===== config.mk =====
export PLATFORM = sky130hd
export DESIGN_NAME = seq_div4_flat
export DESIGN_NICKNAME = d
export VERILOG_FILES = /design/src/rtl/seq_div4_if.sv /design/src/rtl/seq_div4.sv /design/src/flat_wrapper.sv
export SDC_FILE = /design/constraint.sdc
export NUM_CORES = 1
export LEC_CHECK = 0
export ABC_AREA = 1
export BUFFER_PORTS_ARGS = -buffer_cell sky130_fd_sc_hd__buf_2
export CORE_MARGIN = 4
export CORE_UTILIZATION = 51
export CTS_CLUSTER_SIZE = 8
export DETAILED_ROUTE_END_ITERATION = 12
export MAX_ROUTING_LAYER = met4
export PLACE_DENSITY = 0.82
export SLEW_MARGIN = 20
export SYNTH_ARGS = -nofsm -noshare
export SYNTH_HDL_FRONTEND = slang
export SYNTH_SLANG_ARGS = --single-unit

===== constraint.sdc =====
create_clock -name clk -period 1.6 [get_ports clk]
set_input_delay 0.16 -clock clk [delete_from_list [all_inputs] [get_ports clk]]
set_output_delay 0.16 -clock clk [all_outputs]
set_load 0.01 [all_outputs]

===== src/rtl/seq_div4_if.sv =====
// ---------------------------------------------------------------------------
// seq_div4_if -- operand/result bundle for the 4-bit sequential divider.
//
//   start       : request a division (requester -> divider)
//   dividend    : 4-bit unsigned dividend (requester -> divider)
//   divisor     : 4-bit unsigned divisor (requester -> divider)
//   quotient    : 4-bit registered quotient (divider -> requester)
//   remainder   : 4-bit registered remainder (divider -> requester)
//   busy        : division in progress (divider -> requester)
//   done        : one-cycle completion pulse (divider -> requester)
//   div_by_zero : last accepted division had divisor 0 (divider -> requester)
//
// master = requester side, slave = divider side.
// ---------------------------------------------------------------------------
interface seq_div4_if;
    logic       start;
    logic [3:0] dividend;
    logic [3:0] divisor;
    logic [3:0] quotient;
    logic [3:0] remainder;
    logic       busy;
    logic       done;
    logic       div_by_zero;

    modport master (
        output start, dividend, divisor,
        input  quotient, remainder, busy, done, div_by_zero
    );

    modport slave (
        input  start, dividend, divisor,
        output quotient, remainder, busy, done, div_by_zero
    );
endinterface


===== src/rtl/seq_div4.sv =====
// ---------------------------------------------------------------------------
// seq_div4 -- 4-bit unsigned restoring divider, one quotient bit per cycle.
//
//   clk  : clock, all state changes on the rising edge
//   rst  : synchronous active-high reset
//   bus  : seq_div4_if.slave -- start/dividend/divisor in;
//          quotient/remainder/busy/done/div_by_zero out
//
// Sequence: IDLE -(start, divisor!=0)-> CALC x4 -> DONE -> IDLE.
//           IDLE -(start, divisor==0)-> DONE -> IDLE.
// Results only change on entry to DONE and hold until the next DONE or reset.
// ---------------------------------------------------------------------------
module seq_div4 (
    input  logic          clk,
    input  logic          rst,
    seq_div4_if.slave     bus
);

    typedef enum logic [1:0] {
        S_IDLE = 2'd0,
        S_CALC = 2'd1,
        S_DONE = 2'd2
    } state_t;

    state_t     r_state;
    state_t     w_next_state;

    logic [3:0] r_rem;        // partial remainder R
    logic [3:0] r_q;          // dividend/quotient shift register Q
    logic [1:0] r_cnt;        // CALC step counter 0..3
    logic [3:0] r_divisor;    // divisor latched on the accepting edge
    logic [3:0] r_quotient;
    logic [3:0] r_remainder;
    logic       r_dbz;

    // One restoring step: bring the next dividend bit into R, trial-subtract.
    logic [4:0] w_p;
    logic       w_ge;
    logic [3:0] w_rem_next;
    logic [3:0] w_q_next;

    assign w_p        = {r_rem, r_q[3]};
    assign w_ge       = (w_p >= {1'b0, r_divisor});
    // When w_ge holds the difference is below 16, so 4-bit arithmetic is exact.
    assign w_rem_next = w_ge ? (w_p[3:0] - r_divisor) : w_p[3:0];
    assign w_q_next   = {r_q[2:0], w_ge};

    // State register
    // NOTE: sequential state uses non-blocking assignments so every register
    // samples the pre-edge values, independent of process ordering.
    always_ff @(posedge clk) begin
        if (rst) r_state <= S_IDLE;
        else     r_state <= w_next_state;
    end

    // Next-state logic
    always_comb begin
        // NOTE: default assignment first so no path leaves the output
        // unassigned, which would otherwise infer a latch.
        w_next_state = r_state;
        unique case (r_state)
            S_IDLE: if (bus.start) w_next_state = (bus.divisor == 4'd0) ? S_DONE : S_CALC;
            S_CALC: if (r_cnt == 2'd3) w_next_state = S_DONE;
            S_DONE: w_next_state = S_IDLE;
            default: w_next_state = S_IDLE;
        endcase
    end

    // Output logic (decoded from the registered state, so glitch-free per cycle)
    always_comb begin
        bus.busy = 1'b0;
        bus.done = 1'b0;
        unique case (r_state)
            S_CALC:  bus.busy = 1'b1;
            S_DONE:  bus.done = 1'b1;
            default: ;
        endcase
    end

    // Datapath and result registers
    always_ff @(posedge clk) begin
        if (rst) begin
            r_rem       <= 4'd0;
            r_q         <= 4'd0;
            r_cnt       <= 2'd0;
            r_divisor   <= 4'd0;
            r_quotient  <= 4'd0;
            r_remainder <= 4'd0;
            r_dbz       <= 1'b0;
        end else begin
            unique case (r_state)
                S_IDLE: begin
                    if (bus.start) begin
                        if (bus.divisor == 4'd0) begin
                            r_quotient  <= 4'hF;
                            r_remainder <= bus.dividend;
                            r_dbz       <= 1'b1;
                        end else begin
                            r_divisor <= bus.divisor;
                            r_rem     <= 4'd0;
                            r_q       <= bus.dividend;
                            r_cnt     <= 2'd0;
                        end
                    end
                end
                S_CALC: begin
                    r_rem <= w_rem_next;
                    r_q   <= w_q_next;
                    r_cnt <= r_cnt + 2'd1;
                    // Publish only after the last step so the outputs never
                    // show intermediate values.
                    if (r_cnt == 2'd3) begin
                        r_quotient  <= w_q_next;
                        r_remainder <= w_rem_next;
                        r_dbz       <= 1'b0;
                    end
                end
                default: ;
            endcase
        end
    end

    assign bus.quotient    = r_quotient;
    assign bus.remainder   = r_remainder;
    assign bus.div_by_zero = r_dbz;

endmodule


===== src/flat_wrapper.sv =====
// flat-port wrapper written by rule: the top's interface ports become plain ports
module seq_div4_flat 
  (clk, rst, bus_start, bus_dividend, bus_divisor, bus_quotient, bus_remainder, bus_busy, bus_done, bus_div_by_zero);
  seq_div4_if bus_i ();
  input  logic clk;
  input  logic rst;
  input wire logic [$bits(bus_i.start)-1:0] bus_start;
  input wire logic [$bits(bus_i.dividend)-1:0] bus_dividend;
  input wire logic [$bits(bus_i.divisor)-1:0] bus_divisor;
  output wire logic [$bits(bus_i.quotient)-1:0] bus_quotient;
  output wire logic [$bits(bus_i.remainder)-1:0] bus_remainder;
  output wire logic [$bits(bus_i.busy)-1:0] bus_busy;
  output wire logic [$bits(bus_i.done)-1:0] bus_done;
  output wire logic [$bits(bus_i.div_by_zero)-1:0] bus_div_by_zero;
  assign bus_i.start = bus_start;
  assign bus_i.dividend = bus_dividend;
  assign bus_i.divisor = bus_divisor;
  assign bus_quotient = bus_i.quotient;
  assign bus_remainder = bus_i.remainder;
  assign bus_busy = bus_i.busy;
  assign bus_done = bus_i.done;
  assign bus_div_by_zero = bus_i.div_by_zero;
  seq_div4 u_core (.clk(clk), .rst(rst), .bus(bus_i));
endmodule

Word level (Yosys, flattened, before mapping)
Cells that the tools add are included.
{"block": "totals", "word_cells": 54, "inputBits": 11, "regBits": 25}
{"block": "op_classes", "add_sub_neg": 2, "reduce_logical": 7, "n_eq_ne": 7, "n_lt_le_gt_ge": 1, "n_bitwise": 1, "mux": 28}
{"cell": "two-way mux 4 bit", "count": 11}
{"cell": "case mux 4 bit (2 select lines)", "count": 4}
{"cell": "two-way mux 2 bit", "count": 5}
{"cell": "case mux 2 bit (2 select lines)", "count": 2}
{"cell": "AND reduction 3 bit", "count": 2}
{"cell": ">= comparator 5 x 4 -> 1 bit", "count": 1}
{"cell": "two-way mux 1 bit", "count": 5}
{"cell": "== test 2 bit, second input constant", "count": 2}
{"cell": "zero test 4 bit", "count": 1}
{"cell": "inequality test 2 x 1 -> 1 bit, second input constant", "count": 2}
{"cell": "inequality test 2 bit, second input constant", "count": 2}
{"cell": "AND reduction 4 bit", "count": 1}
{"cell": "subtractor 4 bit", "count": 1}
{"cell": "adder 2 x 1 -> 2 bit, second input constant", "count": 1}
{"cell": "== test 2 x 1 -> 1 bit, second input constant", "count": 1}
{"cell": "zero test 2 bit", "count": 1}
{"cell": "case mux 1 bit (2 select lines)", "count": 1}
{"cell": "AND reduction 2 bit", "count": 1}
{"cell": "nonzero test 2 bit", "count": 1}
{"cell": "inverter 1 bit", "count": 1}

Longest topological paths before layout
Gate-level depths: netlist (run 1).
{"block": "depth", "word_depth": 4, "depth_mapped": 12, "mapped_depth_nobuf": 12}

Worst setup path after synthesis (run 1)
Ideal clock, no wire load.
{"block": "synth_timing", "kind": "register -> register", "start": "register u_core.r_q[3]", "end": "register u_core.r_rem[2]", "arrival_ns": 1.375, "path_stages_with_launch": 10, "required_ns": 1.491, "path_slack_ns": 0.116, "synth_period_minus_slack_ns": 1.484, "setup_time_ns": 0.109, "path_cell_list": "dfxtp_1 > inv_1 > ha_1 > inv_1 > fa_1 > xor2_1 > nand3_1 > nand3_1 > nand2_1 > inv_1"}
{"block": "synth_between", "elab_chain_len": 3, "elab_cells_between_ends": 4, "classes_between": "add/sub (1); order compare (1); mux (2)"}
{"item": "from (decl)", "line_no": "seq_div4.sv:29", "text": "logic [3:0] r_q;"}
{"item": "from (signal assigned)", "line_no": "seq_div4.sv:101", "text": "r_q <= bus.dividend;"}
{"item": "from (signal assigned)", "line_no": "seq_div4.sv:108", "text": "r_q <= w_q_next;"}
{"item": "subtractor 4 bit / >= comparator 5 x 4 -> 1 bit (equally long branches)", "line_no": "seq_div4.sv:45, seq_div4.sv:43"}
{"item": "two-way mux 4 bit *", "line_no": "seq_div4.sv:45", "text": "assign w_rem_next = w_ge ? (w_p[3:0] - r_divisor) : w_p[3:0];"}
{"item": "case mux 4 bit (2 select lines) *", "line_no": "seq_div4.sv:91", "text": "unique case (r_state)"}
{"item": "to (signal assigned)", "line_no": "seq_div4.sv:107", "text": "r_rem <= w_rem_next;"}
{"item": "to (decl)", "line_no": "seq_div4.sv:28", "text": "logic [3:0] r_rem;"}
Every way passes the cells marked *; elsewhere a longest branch is shown, timed or not.
A chain may end at the register's enable or synchronous reset.

Worst setup path in the final report (run 1)
{"block": "layout_timing", "start": "register u_core.r_divisor[2]", "end": "register u_core.r_remainder[2], in the netlist u_core.bus.remainder[2]"}
{"block": "layout_between", "elab_chain_len": 4, "elab_cells_between_ends": 5, "classes_between": "add/sub (1); order compare (1); mux (3)"}
{"item": "from (decl)", "line_no": "seq_div4.sv:31", "text": "logic [3:0] r_divisor;"}
{"item": "from (signal assigned)", "line_no": "seq_div4.sv:99", "text": "r_divisor <= bus.divisor;"}
{"item": "subtractor 4 bit / >= comparator 5 x 4 -> 1 bit (equally long branches)", "line_no": "seq_div4.sv:45, seq_div4.sv:43"}
{"item": "two-way mux 4 bit *", "line_no": "seq_div4.sv:45"}
{"item": "two-way mux 4 bit *", "line_no": "seq_div4.sv:112", "text": "if (r_cnt == 2'd3) begin"}
{"item": "case mux 4 bit (2 select lines) *", "line_no": "seq_div4.sv:91"}
{"item": "to (signal assigned)", "line_no": "seq_div4.sv:96", "text": "r_remainder <= bus.dividend;"}
{"item": "to (signal assigned)", "line_no": "seq_div4.sv:114", "text": "r_remainder <= w_rem_next;"}
{"item": "to (decl)", "line_no": "seq_div4.sv:33", "text": "logic [3:0] r_remainder;"}
Every way passes the cells marked *; elsewhere a longest branch is shown, timed or not. The select of a mux whose other input is x is not followed.

==> results of run 1 <==
-- flip-flops by register name (all words and copies together), names as in the netlist --
signal / cells
u_core.r_q: 4
u_core.r_rem: 4
u_core.bus.remainder: 4
u_core.bus.div_by_zero: 1
u_core.r_state: 2
u_core.r_cnt: 2
u_core.r_divisor: 4
u_core.bus.quotient: 4
-- synthesized netlist by cell type --
| master | number |
|---|---|
| a21oi_1 | 10 |
| a21oi_2 | 1 |
| a22oi_1 | 1 |
| buf_2 | 2 |
| buf_6 | 3 |
| dfxtp_1 | 25 |
| fa_1 | 1 |
| ha_1 | 5 |
| inv_1 | 29 |
| inv_2 | 1 |
| inv_4 | 2 |
| nand2_1 | 30 |
| nand2_2 | 3 |
| nand2_4 | 1 |
| nand3_1 | 16 |
| nand3_4 | 1 |
| nand4_1 | 5 |
| nor2_1 | 26 |
| nor3_1 | 3 |
| o211ai_1 | 1 |
| o21ai_0 | 14 |
| o21ai_1 | 1 |
| xor2_1 | 1 |
-- layer usage --
metal	part of all wire	track usage	wire [um]	vias up
met3	0.031	0.0351	94	7
met4	0.017	0.0795	51	0
met5	0	-	0	-
li1	-	-	-	627
met1	0.43	0.205	1280	576
met2	0.52	0.352	1580	24
-- metrics by stage --
stage	area, um^2	setup TNS, ns	cells	hold WS [ns]	setup WS, ns
detailed placement	1430	0	231	0.448	0.0211
global placement	1430	0	231	0.444	0.0269
floorplan	1290	0	182	0.353	0.116
finish	1530	0	235	0.112	0.0886
CTS	1460	0	235	0.100	0.00407
global route	1530	-0.0577	235	0.111	-0.0213
-- worst max-delay path by stage --
stage	cells past startpoint	end
3_3_place_gp	9	u_core.r_rem[2]
4_1_cts	10	u_core.r_rem[0]
2_1_floorplan	9	u_core.r_rem[2]
3_5_place_dp	9	u_core.r_rem[2]
5_1_grt	12	u_core.bus.remainder[2]
6_report	12	u_core.bus.remainder[2]
-- logic make-up (layout without fill, tap and decap cells) --
logic type | after synthesis | count (layout)
and+or+nand+nor | 85 | 85
buffers and inverters | 37 | 62
AOI/OAI and AO/OA | 28 | 28
DFF | 25 | 25
adders and majority gates | 6 | 6
xor gates and xnor gates | 1 | 1
-- power by group through the flow --
| stage | Combinational [mW] | Sequential [mW] | Clock, mW |
|---|---|---|---|
| after floorplan | 0.342 | 0.754 | 0 |
| after global placement | 0.472 | 0.743 | 0 |
| after detailed placement | 0.489 | 0.745 | 0 |
| after CTS | 0.496 | 0.733 | 0.290 |
| after global routing | 0.640 | 0.749 | 0.314 |
| final | 0.566 | 0.739 | 0.283 |
-- cell type report --
class | instances | area (um^2)
multi-input cells | 120 | 689
well taps | 28 | 35.0
fillers | 199 | 792
inverters | 32 | 125
clock buffers | 4 | 26.3
flip-flops and latches | 25 | 504
repair buffers | 26 | 146
-- critical path, cell delays in order (launching register included) --
cell	delay (ns)
dfxtp_1	0.33
inv_1	0.07
ha_4	0.29
nand2_1	0.06
inv_1	0.05
nand2_1	0.04
nand2_1	0.07
nand2_2	0.08
buf_6	0.13
nand4_1	0.08
nand3_1	0.09
nand2_1	0.09
inv_1	0.04
-- repair_timing --
| action | 4_1_cts | 5_1_grt |
|---|---|---|
| hold buffers | 0 | 0 |
| pin swaps | 0 | 6 |
| resized for setup | 3 | 14 |
| endpoints found under the setup margin | 1 | 9 |
==> summary.md, run 1 <==
| Metric | Value |
|---|---|
| NetSw | `a little under 0.6 mW` |
| Cells after Synth | `182` |
| TritonCTS Buffers | `3` |
| Final ANT Viol Nets | `0` |
| Crit-path max FO | `4` |
| Antenna fix cells | `0` |
| Core area | `approximately 2300 um^2` |
| Synth warn | `0` |
| Synth Area in Compound Gates | `0.115` |
| Root Driver | `clkbuf_4` |
| Power density cells | `about 1000 nW/um^2` |
| Slew margin rel. | `0.688` |
| Die span in x | `slightly below 60 um` |
| Finished Core Util | `0.658` |
| Maximum VDD drop | `0.835 mV` |
| Sequential share of the synthesized area | `0.387` |
| # IOs | `22` |
| Seq pwr share | `0.465` |
| Main combinational cell family by area after synthesis | `simple AND/OR/NAND/NOR gates` |
| Most frequent cells in the layout | `nand2_1 (29), inv_1 (26), nor2_1 (26), dfxtp_1 (22), buf_2 (21)` |
| DRC viols | `0` |
| Vias in the first global route | `about 1.2k` |
| Worst-margin pin slew | `approximately 0.47 ns` |
| Synthesized area | `approximately 1300 um^2` |
| Routed wire length | `3000 um` |
| Drt via density | `roughly 5.3` |
| Post-CTS setup buffers | `0` |
| Maxcap violations | `0` |
| Int Power | `just over 1 mW` |
| Starting DRT DRC Count | `32` |
| Area Overhead vs Synth | `18.0%` |
| Cell variety after synth | `23` |
| Drt wl/cell | `12.8 um` |
| WP data required | `roughly 1.8 ns` |
| Initial antenna violation count | `0` |
| Final min period | `about 1.5 ns` |
| Clk_lat worst skew | `approximately 0.32 ns` |
| Post-DP HPWL | `roughly 2100 um` |
| Hold depth | `2` |
| Commonest non-fill, non-tap cell in the layout | `nand2_1` |
| Final setup violation count | `0` |
| Total clock sinks | `25` |
| Clk network pwr share | `0.178` |
| Largest net degree at the start of global routing | `19` |
| Worst Setup End Kind | `register` |
| Final Hold Viols | `0` |
| H-tree level count | `1` |
| Slack of the worst reg-to-reg path | `slightly below 0.09 ns` |
| Placer Congestion | `0.874` |
| Starting density of the core | `0.558` |
| Total Routing Usage GR | `0.194` |
| Gr ovfl total | `0` |
| HP Class | `in2reg` |
| Comb power frac | `0.356` |
| Synth Area in XOR/XNOR | `0.00677` |
| Lkg Pwr | `0.796 nW` |
| RR Startpoint | `u_core.r_divisor[2]` |
| Area share of fa/ha/maj cells after synthesis | `0.0638` |
| IO Port Bufs | `21` |
| Yosys top cell by area | `dfxtp_1` |
| Share of cells above drive strength 1 | `0.251` |
| Synth top area cells | `dfxtp_1 (39%), nand2_1 (8.7%), inv_1 (8.4%)` |
| Flop and latch count out of synthesis | `25` |
| DIE HEIGHT | `about 60 um` |
| Die area | `3410 um^2` |
| Slew Limit Fails | `0` |
| Via count | `approximately 1.2k` |
| Worst EP arrival | `around 1.8 ns` |
| Worst R2R End | `u_core.bus.remainder[2]` |
| Worst setup startpoint | `u_core.r_divisor[2]` |
| First-pass GRT wire length | `around 5000 um` |
| # rows | `17` |
| Simple-gate share of the synthesized area | `0.297` |
| Total power | `about 1.6 mW` |
| Clock Tree Buf Depth | `2` |
| DRT Pass-1 Iters | `4` |
| Min-delay src | `rst` |
| Hold worst-path end | `u_core.r_state[0]` |
| Syn Nets | `approximately 200` |
| TritonCTS clock tree | `done` |
| Area fraction of the dominant cell type after synthesis | `0.387` |
| CP startpoint kind | `register` |
| Mux share of post-synthesis cell area | `0` |
| CTS clock-pin slew for the worst setup and hold paths | `about 0.13 ns` |
| Worst reg2reg path depth | `12` |
| Fmax | `roughly 660 MHz` |
| Worst Skew | `0.00233 ns` |
| Switching part of the total power | `0.364` |
| Mean post-synth cell area | `7.11 um^2` |
| Final Cycle Share | `0.945` |
| Status | `complete, no violations` |
| Layout Nets | `around 230` |
| Critical setup path kind | `reg2reg` |
Power figures use the tool's default switching activity.
==> inputs of run 2 (changes only) <==
--- a/config.mk
+++ b/config.mk
@@ -8,11 +8,11 @@
 export ABC_AREA = 1
 export BUFFER_PORTS_ARGS = -buffer_cell sky130_fd_sc_hd__buf_2
 export CORE_MARGIN = 4
-export CORE_UTILIZATION = 51
+export CORE_UTILIZATION = 50
 export CTS_CLUSTER_SIZE = 8
 export DETAILED_ROUTE_END_ITERATION = 12
 export MAX_ROUTING_LAYER = met4
-export PLACE_DENSITY = 0.82
+export PLACE_DENSITY = 0.81
 export SLEW_MARGIN = 20
 export SYNTH_ARGS = -nofsm -noshare
 export SYNTH_HDL_FRONTEND = slang
==> summary.md, run 2 (synthesized netlist as in run 1, its figures left out) <==
| Metric | Value |
|---|---|
| Root Driver | `clkbuf_4` |
| Share of cells above drive strength 1 | `0.252` |
| Most frequent cells in the layout | `nand2_1 (29), inv_1 (28), nor2_1 (26), dfxtp_1 (24), buf_2 (21)` |
| # IOs | `22` |
| Final Cycle Share | `0.948` |
| Drt via density | `approximately 5` |
| DRT Pass-1 Iters | `4` |
| TritonCTS clock tree | `done` |
| CP startpoint kind | `register` |
| Die span in x | `a little under 60 um` |
| Slew Limit Fails | `0` |
| Total Routing Usage GR | `0.178` |
| Final setup violation count | `0` |
| Hold WS | `between 0.1 and 0.15 ns` |
| H-tree level count | `1` |
| Antenna fix cells | `0` |
| Fmax | `between 600 and 700 MHz` |
| HP Class | `in2reg` |
| Post-CTS setup buffers | `0` |
| Routed wire length | `approximately 2800 um` |
| Worst setup startpoint | `u_core.r_q[3]` |
| Post-DP HPWL | `slightly above 2000 um` |
| Gr ovfl total | `0` |
| IO Port Bufs | `21` |
| Via count | `1207` |
| Starting DRT DRC Count | `38` |
| Commonest non-fill, non-tap cell in the layout | `nand2_1` |
| Slew margin rel. | `0.682` |
| Vias in the first global route | `1128` |
| Critical setup path kind | `reg2reg` |
| Worst-margin pin slew | `about 0.48 ns` |
| WP data required | `1.88 ns` |
| TritonCTS Buffers | `3` |
| M1 GR Usage | `0.215` |
| RR Startpoint | `u_core.r_q[3]` |
| Area after DPL | `1450 um^2` |
| Power density cells | `roughly 1000 nW/um^2` |
| Layout Nets | `around 230` |
| # rows | `18` |
| Placed cells | `236` |
| Worst Skew | `approximately 0.013 ns` |
| Min-delay src | `rst` |
| Final min period | `1.52 ns` |
| Final ANT Viol Nets | `0` |
| Top cell family by delay on the critical path | `adder cells` |
| Crit-path cells | `inv_1 -> ha_4 -> inv_1 -> fa_2 -> nand3_2 -> nand3_2 -> nand2_1 -> inv_1` |
| Worst Setup End Kind | `register` |
| Status | `complete, no violations` |
| Met3 Track Usage GR | `0.0263` |
| Slowest stage delay, CP | `between 0.5 and 0.6 ns` |
| Lkg Pwr | `approximately 0.82 nW` |
| Buf/Inv on CP | `3` |
| Maxcap violations | `0` |
| Starting density of the core | `0.522` |
| Worst EP arrival | `~1.8 ns` |
| Die area | `around 3500 um^2` |
| CTS clock-pin slew for the worst setup and hold paths | `0.14 ns` |
| Final instance area | `1540 um^2` |
| Core area | `between 2000 and 2500 um^2` |
| First-pass GRT wire length | `about 4700 um` |
| Area Overhead vs Synth | `19.3%` |
| Final Hold Viols | `0` |
| Maximum VDD drop | `approximately 0.9 mV` |
| Slowest cell on the critical path | `fa_2` |
| Fin cells | `240` |
| Placer Congestion | `roughly 0.88` |
| CP dominant cell by count | `inv_1` |
| Largest net degree at the start of global routing | `19` |
| Clock Tree Buf Depth | `2` |
| Initial antenna violation count | `0` |
| Clk_lat worst skew | `between 0.3 and 0.4 ns` |
| Total clock sinks | `25` |
| Drt wl/cell | `~12 um` |
| Crit-path max FO | `2` |
| GR Layer Usage met2 | `0.301` |
| Global routing's busiest layer | `met2` |
| DIE HEIGHT | `a little under 60 um` |
| DRC viols | `0` |
==> run 2: worst paths after layout <==
kind,end,slack (ns),cells past startpoint
max,u_core.r_rem[1],0.08,8
min,u_core.r_state[0],0.11,2
max reg2reg,u_core.r_rem[1],0.08,8
min reg2reg,u_core.r_q[1],0.48,2
==> run 2: routing by layer <==
metal	routed length [um]	vias to the layer above
li1	-	634
met1	1280	542
met2	1350	27
met3	112	4
met4	26	0
met5	0	-
==> run 2: power breakdown <==
part | internal (mW) | total, mW | switching [mW] | leakage (nW)
sequential | 0.694 | 0.732 | 0.0375 | 0.206
combinational | 0.223 | 0.561 | 0.339 | 0.596
clock | 0.0936 | 0.284 | 0.190 | 0.0177
==> run 2: per-stage QoR <==
stage / power, mW / TNS [ns] / utilization / setup WS, ns
6_report: 1.58 / 0 / 0.623 / 0.0838
2_1_floorplan: 1.10 / 0 / - / 0.116
5_1_grt: 1.69 / -0.0144 / 0.623 / -0.0144
4_1_cts: 1.53 / 0 / 0.600 / 0.0110
3_3_place_gp: 1.24 / 0 / 0.586 / 0.0195
3_5_place_dp: 1.25 / 0 / 0.586 / 0.0174
==> run 2: what timing repair did <==
action | 4_1_cts | 5_1_grt
setup endpoints to repair | 2 | 11
pin swaps | 0 | 10
hold buffers | 0 | 0
resized for setup | 3 | 10
==> run 2: final cells by class <==
| cell class | instances | area, um^2 |
|---|---|---|
| clock inverters | 1 | 5.00 |
| flip-flops and latches | 25 | 502 |
| well taps | 30 | 37.5 |
| fillers | 234 | 933 |
| multi-input cells | 120 | 687 |
| repair buffers | 29 | 165 |
| inverters | 32 | 125 |
| clock buffers | 3 | 22.5 |
==> inputs of run 3 (changes only) <==
==> constraint.sdc (replaced) <==
create_clock -name clk -period 1.4 [get_ports clk]
set_input_delay 0.14 -clock clk [delete_from_list [all_inputs] [get_ports clk]]
set_output_delay 0.14 -clock clk [all_outputs]
set_load 0.01 [all_outputs]
==> summary.md, run 3 (synthesized netlist as in run 1, its figures left out) <==
| Metric | Value |
|---|---|
| Fin cells | `about 250` |
| Worst R2R End | `u_core.r_rem[0]` |
| Layout Nets | `237` |
| H-tree level count | `1` |
| First-pass GRT wire length | `roughly 5200 um` |
| Power density cells | `approximately 1100 nW/um^2` |
| DRT Pass-1 Iters | `4` |
| Final Hold Viols | `0` |
| Drt wl/cell | `between 10 and 15 um` |
| Share of cells above drive strength 1 | `0.356` |
| RSZ-0062 raised after global routing | `yes` |
| Starting DRT DRC Count | `21` |
| TritonCTS Buffers | `3` |
| Largest net degree at the start of global routing | `16` |
| Die span in x | `around 60 um` |
| Comb power frac | `0.386` |
| Final worst setup slack | `-0.0786 ns` |
| Critical setup path kind | `reg2reg` |
| Clk network pwr share | `0.171` |
| Total power | `approximately 1.9 mW` |
| Slowest cell on the critical path | `dfxtp_2` |
| Clk_lat worst skew | `0.32 ns` |
| Total clock sinks | `25` |
| Final Cycle Share | `1.06` |
| HP Class | `in2reg` |
| WP data required | `~1.6 ns` |
| Critical path destination | `u_core.r_rem[0]` |
| Fmax | `approximately 680 MHz` |
| Final min period | `1.48 ns` |
| Vias in the first global route | `between 1k and 1.5k` |
| Clock Tree Buf Depth | `2` |
| Worst setup startpoint | `u_core.r_q[3]` |
| Via count | `about 1.3k` |
| Core area | `roughly 2500 um^2` |
| Antenna fix cells | `0` |
| Worst EP arrival | `~1.7 ns` |
| Total Routing Usage GR | `0.201` |
| Slack of the worst reg-to-reg path | `-0.08 ns` |
| Starting density of the core | `0.522` |
| TritonCTS clock tree | `done` |
| Slew Limit Fails | `0` |
| Placed cells | `between 200 and 250` |
| DRC viols | `0` |
| Post-DP HPWL | `~2100 um` |
| Crit-path cells | `inv_2 -> ha_4 -> inv_2 -> nand2_1 -> nand2_1 -> nand2_1 -> nand2_2 -> buf_4 -> nand4_1 -> nand3_1 -> nand2_1 -> inv_1` |
| Hold WS | `between 0.08 and 0.09 ns` |
| Worst-margin pin slew | `0.293 ns` |
| Final ANT Viol Nets | `0` |
| Failing checks | `negative setup slack` |
| Seq pwr share | `0.443` |
| Final setup violation count | `8` |
| Switching part of the total power | `0.361` |
| # rows | `18` |
| Commonest non-fill, non-tap cell in the layout | `nand2_1` |
| Routed wire length | `~3000 um` |
| Maxcap violations | `0` |
| Die area | `approximately 3500 um^2` |
| Lkg Pwr | `approximately 0.86 nW` |
| Int Power | `~1.2 mW` |
| CP startpoint kind | `register` |
| Placer Congestion | `0.898` |
| Slew margin rel. | `0.804` |
| Slowest stage delay, CP | `between 0.3 and 0.4 ns` |
| Initial antenna violation count | `0` |
| Maximum VDD drop | `a little under 1 mV` |
| Status | `finished with violations` |
| RR Startpoint | `u_core.r_q[3]` |
| Worst Setup End Kind | `register` |
| Crit-path max FO | `3` |
| DIE HEIGHT | `between 50 and 60 um` |
| Root Driver | `clkbuf_4` |
| # IOs | `22` |
| Most frequent cells in the layout | `nand2_1 (27), nor2_1 (25), inv_1 (23), buf_2 (21), dfxtp_1 (18)` |
| CP dominant cell by count | `nand2_1` |
| DP Worst Slack | `-0.124 ns` |
| Drt via density | `just over 5` |
| Finished Core Util | `0.675` |
| IO Port Bufs | `21` |
| Worst reg2reg path depth | `12` |
| Gr ovfl total | `0` |
| Fillers | `220` |
| NetSw | `between 0.6 and 0.7 mW` |
| CTS clock-pin slew for the worst setup and hold paths | `around 0.13 ns` |
| Worst Skew | `between 0.0008 and 0.0009 ns` |
| Area Overhead vs Synth | `29.2%` |
## run 3: cell type report
type                    instances  area [um^2]  area share
multi-input cells             120          732       0.438
flip-flops and latches         25          509       0.305
repair buffers                 38          236       0.141
inverters                      32          130      0.0778
well taps                      30         37.5      0.0225
clock buffers                   4         26.3      0.0157
## run 3: metal layers
metal  up-vias  part of all wire  track usage
li1        655                 -            -
met1       580              0.41        0.243
met2        43              0.51        0.323
met3         9             0.050       0.0307
met4         0             0.020        0.100
met5         -                 0            -
## run 3: repair_timing
item | in CTS | in global routing
hold endpoints to repair | 0 | 0
pin swaps | 13 | 6
buffers inserted | 3 | 2
endpoints found under the setup margin | 10 | 21
resized for setup | 18 | 14
hold buffers | 0 | 0
## run 3: power by group through the flow
stage / logic [mW] / registers (mW) / clock network [mW]
2_1_floorplan: 0.400 / 0.863 / 0
3_3_place_gp: 0.584 / 0.849 / 0
3_5_place_dp: 0.592 / 0.852 / 0
4_1_cts: 0.681 / 0.843 / 0.326
5_1_grt: 0.827 / 0.857 / 0.355
6_report: 0.738 / 0.848 / 0.326
## run 3: worst min path at each step
stage	from	end	slack [ns]	cells after the start
finish	rst	u_core.r_state[0]	0.09	2
global route	rst	u_core.r_state[0]	0.09	2
detailed placement	rst	u_core.r_state[0]	0.44	2
floorplan	bus_divisor[0]	u_core.r_divisor[0]	0.33	2
global placement	rst	u_core.r_state[0]	0.43	2
CTS	rst	u_core.r_state[1]	0.09	2
## run 3: through the flow
step                      area [um^2]  setup TNS (ns)
after global placement           1500          -0.372
after global routing             1670           -1.43
after CTS                        1620          -0.228
after detailed placement         1500          -0.866
final                            1670          -0.484
after floorplan                  1310               0
## run 3: critical path: cells and delay by family (launching register included)
kind                     cells  cell delay [ns]
AND/OR/NAND/NOR              7             0.51
flip-flops                   1             0.36
buffers and inverters        4             0.26
adder cells (fa/ha/maj)      1             0.26
